## src/rtl/tbl_rd_engine_pkg.sv

```systemverilog
// Shared response-record layout for the table read engine and the downstream match logic.
// A response packs as {data, tag, err}, with err in bit 0.
package tbl_rd_engine_pkg;

    localparam int unsigned ADDR_BITS_DEF = 5;
    localparam int unsigned DATA_BITS_DEF = 32;
    localparam int unsigned TAG_BITS_DEF  = 4;
    localparam int unsigned ERR_BITS      = 1;
    localparam int unsigned RSP_W_DEF     = DATA_BITS_DEF + TAG_BITS_DEF + ERR_BITS;

    typedef struct packed {
        logic [DATA_BITS_DEF-1:0] data;
        logic [TAG_BITS_DEF-1:0]  tag;
        logic                     err;
    } rsp_t;

    function automatic int unsigned rsp_width(input int unsigned data_bits,
                                              input int unsigned tag_bits);
        return data_bits + tag_bits + ERR_BITS;
    endfunction

endpackage

```

## src/rtl/tbl_rd_engine_fifo.sv

```systemverilog
// Synchronous first-word-fall-through response FIFO with an occupancy count.
// The read side shows the head entry whenever valid_o is high; otherwise rdata_o is zero.
module rd_rsp_fifo
    import tbl_rd_engine_pkg::*;
#(
    parameter int unsigned WIDTH = RSP_W_DEF,
    parameter int unsigned DEPTH = 4,
    localparam int unsigned CNT_W = $clog2(DEPTH + 1),
    localparam int unsigned PTR_W = (DEPTH > 1) ? $clog2(DEPTH) : 1
) (
    input  logic             clk,
    input  logic             rst,
    input  logic             push_i,
    input  logic [WIDTH-1:0] wdata_i,
    input  logic             pop_i,
    output logic [WIDTH-1:0] rdata_o,
    output logic             valid_o,
    output logic [CNT_W-1:0] count_o
);

    logic [WIDTH-1:0] mem_q [DEPTH];
    logic [PTR_W-1:0] wr_ptr_q, rd_ptr_q;
    logic [CNT_W-1:0] count_q;
    logic             full, empty, do_push, do_pop;

    assign full    = (count_q == CNT_W'(DEPTH));
    assign empty   = (count_q == '0);
    assign do_pop  = pop_i & ~empty;
    assign do_push = push_i & (~full | do_pop);

    function automatic logic [PTR_W-1:0] ptr_inc(input logic [PTR_W-1:0] p);
        return (p == PTR_W'(DEPTH - 1)) ? '0 : p + 1'b1;
    endfunction

    // NOTE: storage is deliberately not reset; pointers and count alone decide what is valid.
    always_ff @(posedge clk) begin
        if (do_push) mem_q[wr_ptr_q] <= wdata_i;
    end

    always_ff @(posedge clk or posedge rst) begin
        if (rst) begin
            wr_ptr_q <= '0;
            rd_ptr_q <= '0;
            count_q  <= '0;
        end else begin
            if (do_push) wr_ptr_q <= ptr_inc(wr_ptr_q);
            if (do_pop)  rd_ptr_q <= ptr_inc(rd_ptr_q);
            case ({do_push, do_pop})
                2'b10:   count_q <= count_q + 1'b1;
                2'b01:   count_q <= count_q - 1'b1;
                default: count_q <= count_q;
            endcase
        end
    end

    assign rdata_o = empty ? '0 : mem_q[rd_ptr_q];
    assign valid_o = ~empty;
    assign count_o = count_q;

    overflow_a: assert property (@(posedge clk) disable iff (rst) !(push_i && full && !pop_i));

endmodule

```

## src/rtl/tbl_rd_engine.sv

```systemverilog
// Valid/ready read front-end for a registered-read table RAM; results return in request
// order through a credit-managed FWFT FIFO, so downstream backpressure never drops one.
module tbl_rd_engine
    import tbl_rd_engine_pkg::*;
#(
    parameter int unsigned ADDR_BITS   = ADDR_BITS_DEF,
    parameter int unsigned DATA_BITS   = DATA_BITS_DEF,
    parameter int unsigned TAG_BITS    = TAG_BITS_DEF,
    parameter int unsigned NUM_ENTRIES = 32,
    parameter int unsigned FIFO_DEPTH  = 4
) (
    input  logic                 clk,
    input  logic                 rst,
    input  logic                 req_valid,
    output logic                 req_ready,
    input  logic [ADDR_BITS-1:0] req_addr,
    input  logic [TAG_BITS-1:0]  req_tag,
    output logic                 ram_en,
    output logic [ADDR_BITS-1:0] ram_addr,
    input  logic [DATA_BITS-1:0] ram_dout,
    output logic                 rsp_valid,
    input  logic                 rsp_ready,
    output logic [DATA_BITS-1:0] rsp_data,
    output logic [TAG_BITS-1:0]  rsp_tag,
    output logic                 rsp_err,
    output logic [31:0]          req_cnt
);

    localparam int unsigned RSP_W = rsp_width(DATA_BITS, TAG_BITS);
    localparam int unsigned CNT_W = $clog2(FIFO_DEPTH + 1);

    logic                pipe_valid_q;
    logic [TAG_BITS-1:0] pipe_tag_q;
    logic                pipe_err_q;
    logic [31:0]         req_cnt_q, req_cnt_d;
    logic [CNT_W-1:0]    fifo_count;
    logic [CNT_W:0]      credits_used;
    logic                accept, in_range;
    logic [RSP_W-1:0]    push_data, head_data;

    // Credits count queued entries plus the one in the pipeline slot, so a push can never overflow.
    assign credits_used = {1'b0, fifo_count} + {{CNT_W{1'b0}}, pipe_valid_q};
    assign req_ready    = credits_used < (CNT_W + 1)'(FIFO_DEPTH);
    assign accept       = req_valid & req_ready;
    assign in_range     = {1'b0, req_addr} < (ADDR_BITS + 1)'(NUM_ENTRIES);

    assign ram_en   = accept & in_range & ~rst;
    assign ram_addr = req_addr;

    assign req_cnt_d = req_cnt_q + {31'b0, accept};

    always_ff @(posedge clk or posedge rst) begin
        if (rst) begin
            pipe_valid_q <= 1'b0;
            pipe_tag_q   <= '0;
            pipe_err_q   <= 1'b0;
            req_cnt_q    <= '0;
        end else begin
            pipe_valid_q <= accept;
            pipe_tag_q   <= req_tag;
            pipe_err_q   <= ~in_range;
            req_cnt_q    <= req_cnt_d;
        end
    end

    // Error slots carry zero data; the RAM output is stale in those cycles.
    assign push_data = {(pipe_err_q ? {DATA_BITS{1'b0}} : ram_dout), pipe_tag_q, pipe_err_q};

    rd_rsp_fifo #(
        .WIDTH (RSP_W),
        .DEPTH (FIFO_DEPTH)
    ) u_rsp_fifo (
        .clk     (clk),
        .rst     (rst),
        .push_i  (pipe_valid_q),
        .wdata_i (push_data),
        .pop_i   (rsp_ready),
        .rdata_o (head_data),
        .valid_o (rsp_valid),
        .count_o (fifo_count)
    );

    assign rsp_data = head_data[RSP_W-1 -: DATA_BITS];
    assign rsp_tag  = head_data[TAG_BITS:1];
    assign rsp_err  = head_data[0];
    assign req_cnt  = req_cnt_q;

endmodule

```

## config.mk

```make
export PLATFORM = sky130hd
export DESIGN_NAME = tbl_rd_engine
export DESIGN_NICKNAME = d
export VERILOG_FILES = /design/src/rtl/tbl_rd_engine_pkg.sv /design/src/rtl/tbl_rd_engine_fifo.sv /design/src/rtl/tbl_rd_engine.sv
export SDC_FILE = /design/constraint.sdc
export NUM_CORES = 1
export LEC_CHECK = 0
export BUFFER_PORTS_ARGS = -buffer_cell sky130_fd_sc_hd__buf_4
export CORE_ASPECT_RATIO = 1.2
export CORE_MARGIN = 5
export CORE_UTILIZATION = 56
export DETAILED_ROUTE_END_ITERATION = 8
export PLACE_DENSITY = 0.79
export RECOVER_POWER = 100
export SLEW_MARGIN = 25
export SYNTH_ARGS = -nofsm -noshare
export SYNTH_HDL_FRONTEND = slang
export SYNTH_SLANG_ARGS = --single-unit
export TNS_END_PERCENT = 1
```

## constraint.sdc

```tcl
create_clock -name clk -period 5 [get_ports clk]
set_input_delay 0 -clock clk [delete_from_list [all_inputs] [get_ports clk]]
set_output_delay 0 -clock clk [all_outputs]
set_load 0.03 [all_outputs]
```

==> results of run 1 <==
## cell families after synthesis
kind of cell	synth area share
adder cells (fa/ha/maj)	0.0142
multiplexers	0.109
buffers and inverters	0.0204
AO/OA/AOI/OAI	0.0106
AND/OR/NAND/NOR	0.0907
XOR/XNOR	0.0371
other	0.000496
flip-flops	0.718
## layout make-up
type,count,area share
Timing Repair Buffer,152,0.103
Clock buffer,17,0.0465
Inverter,7,0.00287
Sequential cell,188,0.594
Multi-Input combinational cell,199,0.214
Clock inverter,15,0.0168
Tap cell,168,0.0230
## layout by cell type (no fill, tap or decap), types with 7 or more instances in the layout
| master | synthesis | routed |
|---|---|---|
| xnor2_1 | 25 | 25 |
| and2_0 | 0 | 32 |
| buf_4 | 9 | 30 |
| dfrtp_1 | 44 | 42 |
| dlygate4sd3_1 | 0 | 39 |
| ha_1 | 7 | 7 |
| edfxtp_1 | 144 | 144 |
| nand4_1 | 7 | 7 |
| nand2_1 | 13 | 13 |
| mux4_2 | 36 | 36 |
| nand3_1 | 16 | 16 |
| clkbuf_1 | 9 | 78 |
| and3_1 | 7 | 7 |
| clkbuf_16 | 0 | 17 |
| xor2_1 | 7 | 7 |
| and2_1 | 42 | 10 |
## power by group through the flow
stage                     Combinational (mW)  Clock, mW  Sequential [mW]
after floorplan                         1.36          0             2.09
after global placement                  1.90          0             2.17
after detailed placement                1.93          0             2.18
after CTS                               1.96       1.30             2.15
after global routing                    1.96       1.38             2.20
final                                   1.83       1.28             2.16
## synth_stat cells
library cell    n  area (um2)
mux2_2          1        11.3
nand4_2         2        25.0
a21o_1          1        7.51
nor3_4          1        16.3
nand2_1        13        48.8
a31oi_1         2        12.5
o31a_1          1        8.76
or3_1           1        6.26
xnor2_1        25         219
and4_1          2        17.5
nor4b_4         1        23.8
xor2_1          7        61.3
edfxtp_1      144        4320
a21oi_1         2        10.0
clkbuf_1        9        33.8
buf_2           3        15.0
ha_1            7        87.6
nor2_1          6        22.5
and3_2          1        7.51
buf_4           9        67.6
inv_1           7        26.3
a2bb2oi_1       1        8.76
or2_2           1        6.26
o21ai_0         5        25.0
nor3b_1         2        15.0
nand4_4         1        21.3
and2_1         42         263
nor4_4          1        21.3
nand3b_1        1        7.51
dfrtp_1        44        1100
nor3_1          2        10.0
nand4_1         7        43.8
o31ai_1         1        7.51
conb_1          1        3.75
mux4_2         36         811
fa_1            1        20.0
nand3_1        16        80.1
nor2b_1         1        6.26
and3_1          7        43.8
buf_6           1        11.3
## path summary, 6_finish.rpt
kind / start / endpoint / slack [ns] / cells after the start
worst min-delay path: req_addr[0] / ram_addr[0] / 0.00001 / 0
worst max-delay path: pipe_valid_q / req_cnt[29] / 1.54 / 7
worst min register to register: req_cnt[29] / req_cnt[29] / 0.50 / 1
min in group asynchronous: rst / pipe_tag_q[2] / 1.07 / 4
max in group asynchronous: rst / u_rsp_fifo.rd_ptr_q[0] / 2.38 / 4
worst max register to register: pipe_valid_q / req_cnt[29] / 1.54 / 7
## layer usage
layer / share of wire / wire length, um / GRT usage / vias to the layer above
met3: 0.064 / 898 / 0.0518 / 9
li1: - / - / - / 1888
met2: 0.53 / 7410 / 0.321 / 129
met1: 0.40 / 5590 / 0.241 / 2108
met4: 0.0089 / 125 / 0.0503 / 0
met5: 0 / 0 / 0 / -
## what timing repair did
| item | 4_1_cts | 5_1_grt |
|---|---|---|
| setup endpoints to repair | 0 | 0 |
| hold buffers | 39 | 0 |
| hold endpoints to repair | 182 | 0 |
| buffers inserted | 0 | 0 |
## sequential cells by signal, indices dropped and copies added, names as in the netlist
register	flops
pipe_tag_q	4
pipe_valid_q	1
req_cnt	32
u_rsp_fifo.count_o	3
u_rsp_fifo.mem_q	144
u_rsp_fifo.rd_ptr_q	2
u_rsp_fifo.wr_ptr_q	2
## worst max-delay path, cell delays in order (launching register included)
cell and delay, ns:
dfrtp_1 0.48, a31oi_1 0.28, and2_0 0.20, ha_1 0.24, nand2_1 0.08, nor4b_1 1.59
nand4_1 0.25, xnor2_1 0.22
==> impl_metrics.py, run 1 <==
metrics = {
    "floorplan": {
        "core.rowCount": 46,
        "io-pin-count": 122,
        "initial_core_util": 0.571,
        "die_h_um": 137,
        "die_area_um2": 15900,
        "fp.coreArea_um2": 13200,
        "die_w_um": 116,
    },
    "route": {
        "drc": 0,
        "routed_via_density": 5.54,
        "vias": 4134,
        "ant_nets": 0,
        "drt-wirelength-per-cell_um": 18.8,
        "dr.pass1.iters": 4,
        "wirelength_mm": 14.0,
        "drtIter0Drc": 246,
    },
    "timing": {
        "rsz0062_at_grt": "false",
        "min_period_over_period": 0.691,
        "fin_skew_ns": 0.00949,
        "min_period_ns": 3.46,
        "slew_viol_final": 244,
        "hold_slack_ns": 0.0000132,
        "finalHoldViolCount": 0,
        "worst_pin_slew_ns": 2.72,
        "setup_slack_ns": 1.54,
        "max_freq_mhz": 289,
        "setup_viol": 0,
        "slew_headroom": -0.812,
        "final.setup.tns_ns": 0,
    },
    "power": {
        "p_leak_nw": 3.29,
        "seqPwrFrac": 0.410,
        "p_clk_frac": 0.243,
        "p_switching_mw": 1.90,
        "intPower_mw": 3.37,
        "power.density_nw_per_um2": 576,
        "comb_power_share": 0.347,
        "swShare": 0.360,
        "peakVddDrop_v": 0.000323,
        "power_mw": 5.27,
    },
    "clock_tree": {
        "cts.clk_slew.worst_paths_ns": 0.07,
        "clkSinkCount": 188,
        "cts_resized": 0,
        "clk_path_buf_depth": 2,
        "cts_tree": "built",
        "clkLatencyLatePin_ns": 0.42,
        "root_buffer": "clkbuf_16",
        "cts_buffers": 17,
        "cts_max_level": 4,
    },
    "global_route": {
        "grt.overflow.total": 0,
        "grt_max_degree": 45,
        "grt_first_pass_wirelength_mm": 22.7,
        "track_usage": 0.189,
        "antenna_found_initial": 0,
        "grt_pass1_vias": 4353,
    },
    "worst_setup_path": {
        "endpoint_kind": "register",
        "critPathArrivalTime_ns": 3.77,
        "worstSetupStartpointType": "register",
        "crit_type": "register to register",
        "cp.required_ns": 5.31,
        "crit_path_max_fanout": 11,
    },
    "status": {
        "violations": "max-capacitance violations, max-slew violations",
        "status": "finished with violations",
    },
    "final_layout": {
        "area_delta_synth_final_pct": 21.0,
        "layout-drive-gt1-share": 0.194,
        "multi_input_comb_area_um2": 1950,
        "antennaDiodeCount": 0,
        "final_cell_area_um2": 9140,
        "ff_latch_area_um2": 5430,
        "fill_cells": 937,
        "fin_cells": 746,
        "final_core_utilization": 0.691,
        "layout.nets": 618,
    },
    "placed_design": {
        "post-place-ws_ns": 2.58,
        "place_congestion": 0.853,
        "dp.cells": 675,
        "place_hpwl_mm": 8.54,
        "io_buffers": 110,
        "post_dp_cell_area_um2": 8500,
    },
    "synth": {
        "avgSynthCellArea_um2": 18.2,
        "yosys_warnings": 0,
        "synth_cell_types": 40,
        "seq_area_frac_synth": 0.718,
        "syn-cell-area_um2": 7560,
        "synth_seq_cells": 188,
        "syn_inst": 416,
        "syn-num-nets": 469,
    },
    "hold_path": {
        "hold_class": "input pin to output pin",
    },
    "job": {
        "maxCapViolations": 7,
    },
}
Note: power is estimated with default switching activity, not from simulation.
==> inputs of run 2 (changes only) <==
clock period = 3.6 ns   (was 5 ns; I/O delays follow)
==> run 2 against run 1 <==
Against the previous run:
- the flow still finishes with violations (max-capacitance violations, max-slew violations)
- final area grew 0.59%
- setup slack worse by 0.81 ns
- register-to-register slack got worse by 0.72 ns
==> impl_metrics.py, run 2 (same netlist as run 1, synthesis figures left out) <==
metrics = {
    "worst_setup_path": {
        "r2r-end": "u_rsp_fifo.mem_q[2][34]",
        "reg2reg_from": "u_rsp_fifo.count_o[0]",
        "worstSetupStartpointType": "register",
        "cp.required_ns": 3.60,
        "crit_type": "register to output pin",
        "r2r_slack_ns": 0.82,
        "endpoint_kind": "output pin",
        "crit_path_max_fanout": 38,
        "rr_worst_depth": 3,
        "critPathArrivalTime_ns": 2.86,
    },
    "timing": {
        "finalHoldViolCount": 0,
        "min_period_ns": 2.86,
        "min_period_over_period": 0.796,
        "slew_headroom": -0.302,
        "rsz0062_at_grt": "false",
        "slew_viol_final": 187,
        "setup_viol": 0,
        "max_freq_mhz": 349,
        "fin_skew_ns": 0.0139,
        "final.setup.tns_ns": 0,
        "worst_pin_slew_ns": 1.95,
    },
    "global_route": {
        "grt_first_pass_wirelength_mm": 23.5,
        "grt.overflow.total": 0,
        "antenna_found_initial": 0,
        "track_usage": 0.196,
        "grt_max_degree": 40,
        "grt_pass1_vias": 4447,
    },
    "status": {
        "violations": "max-capacitance violations, max-slew violations",
        "status": "finished with violations",
    },
    "clock_tree": {
        "cts.clk_slew.worst_paths_ns": 0.06,
        "cts_tree": "built",
        "cts_resized": 0,
        "cts_buffers": 17,
        "root_buffer": "clkbuf_16",
        "postCtsSetupRepairBufs": 0,
        "cts_max_level": 4,
        "clkLatencyLatePin_ns": 0.42,
        "clkSinkCount": 188,
        "clk_path_buf_depth": 2,
    },
    "final_layout": {
        "area_delta_synth_final_pct": 21.7,
        "top_register": "u_rsp_fifo.mem_q",
        "fill_cells": 904,
        "largest_reg_flops": 144,
        "layout-drive-gt1-share": 0.184,
        "antennaDiodeCount": 0,
        "final_common_cell": "edfxtp_1",
        "layout.nets": 618,
        "final_cell_area_um2": 9200,
        "layout_common_cells": "144 x edfxtp_1, 83 x clkbuf_1, 43 x dfrtp_1",
    },
    "hold_path": {
        "hold_path_depth": 0,
        "holdCritStartpoint": "req_addr[0]",
        "hold_end": "ram_addr[0]",
        "hold_class": "input pin to output pin",
    },
    "route": {
        "drtIter0Drc": 187,
        "drt-wirelength-per-cell_um": 19.4,
        "routed_via_density": 5.50,
        "drc": 0,
        "ant_nets": 0,
        "dr.pass1.iters": 4,
        "wirelength_mm": 14.4,
        "vias": 4095,
    },
    "placed_design": {
        "post_dp_cell_area_um2": 8510,
        "place_congestion": 0.816,
        "place_hpwl_mm": 8.61,
        "io_buffers": 110,
    },
    "power": {
        "power_mw": 7.50,
        "power.density_nw_per_um2": 816,
        "peakVddDrop_v": 0.000573,
        "p_leak_nw": 3.32,
    },
    "floorplan": {
        "fp.coreArea_um2": 13200,
        "core.rowCount": 46,
        "io-pin-count": 122,
        "die_w_um": 116,
        "die_area_um2": 15900,
        "die_h_um": 137,
        "initial_core_util": 0.571,
    },
    "job": {
        "maxCapViolations": 5,
    },
}
-- run 2: changes by cell type in the layout (fill, tap and decap cells not counted), moves of 3 or more --
cell and delta:
and2_0 -9, and2_1 +9, buf_4 -4, bufinv_16 +4, clkbuf_1 +5, clkinv_8 -3, inv_6 -3
-- run 2: worst max-delay path: stages, from the launching register on --
cell	delay, ns
dfrtp_1	1.55
mux4_2	0.45
and2_1	0.13
clkbuf_1	0.33
-- run 2: layout make-up --
type	instances	area, um2	share of cell area
sequential	188	5430	0.590
multi-input combinational	199	1970	0.214
timing repair buffer	152	943	0.103
clock buffer	18	429	0.0467
tap	168	210	0.0229
clock inverter	13	190	0.0207
inverter	7	26.3	0.00286
-- run 2: report_power, final --
| group | switching (mW) | internal, mW |
|---|---|---|
| registers | 0.294 | 2.71 |
| logic | 1.51 | 1.05 |
| clock network | 0.771 | 1.17 |
-- run 2: how the worst max path moves through the flow --
stage,from,end,slack [ns],cells past startpoint
2_1_floorplan,pipe_valid_q,req_cnt[18],0.92,9
3_3_place_gp,pipe_valid_q,req_cnt[22],1.28,8
3_5_place_dp,pipe_valid_q,req_cnt[14],1.19,8
4_1_cts,pipe_valid_q,req_cnt[14],1.14,8
5_1_grt,u_rsp_fifo.rd_ptr_q[1],rsp_data[29],0.51,3
6_report,u_rsp_fifo.rd_ptr_q[1],rsp_data[23],0.74,3
-- run 2: stage by stage --
step | hold WS (ns) | std cells | setup WS (ns) | util
floorplan | 0.0314 | 416 | 0.920 | -
global placement | 0.000222 | 675 | 1.28 | 0.643
detailed placement | 0.000222 | 675 | 1.19 | 0.643
CTS | 0.000222 | 745 | 1.14 | 0.719
global route | 0.0000587 | 745 | 0.510 | 0.695
finish | 0.0000132 | 745 | 0.736 | 0.695
-- run 2: what timing repair did --
item                                   CTS  global route
endpoints found under the hold margin  154             0
setup endpoints to repair                0             0
hold buffers                            39             0
-- run 2: layer usage --
metal | share of wire | global-route usage | wire [um] | up-vias
met5 | 0 | 0 | 0 | -
met4 | 0.0064 | 0.0432 | 93 | 0
met3 | 0.066 | 0.0488 | 947 | 7
met2 | 0.51 | 0.331 | 7410 | 142
met1 | 0.41 | 0.261 | 5980 | 2068
li1 | - | - | - | 1878
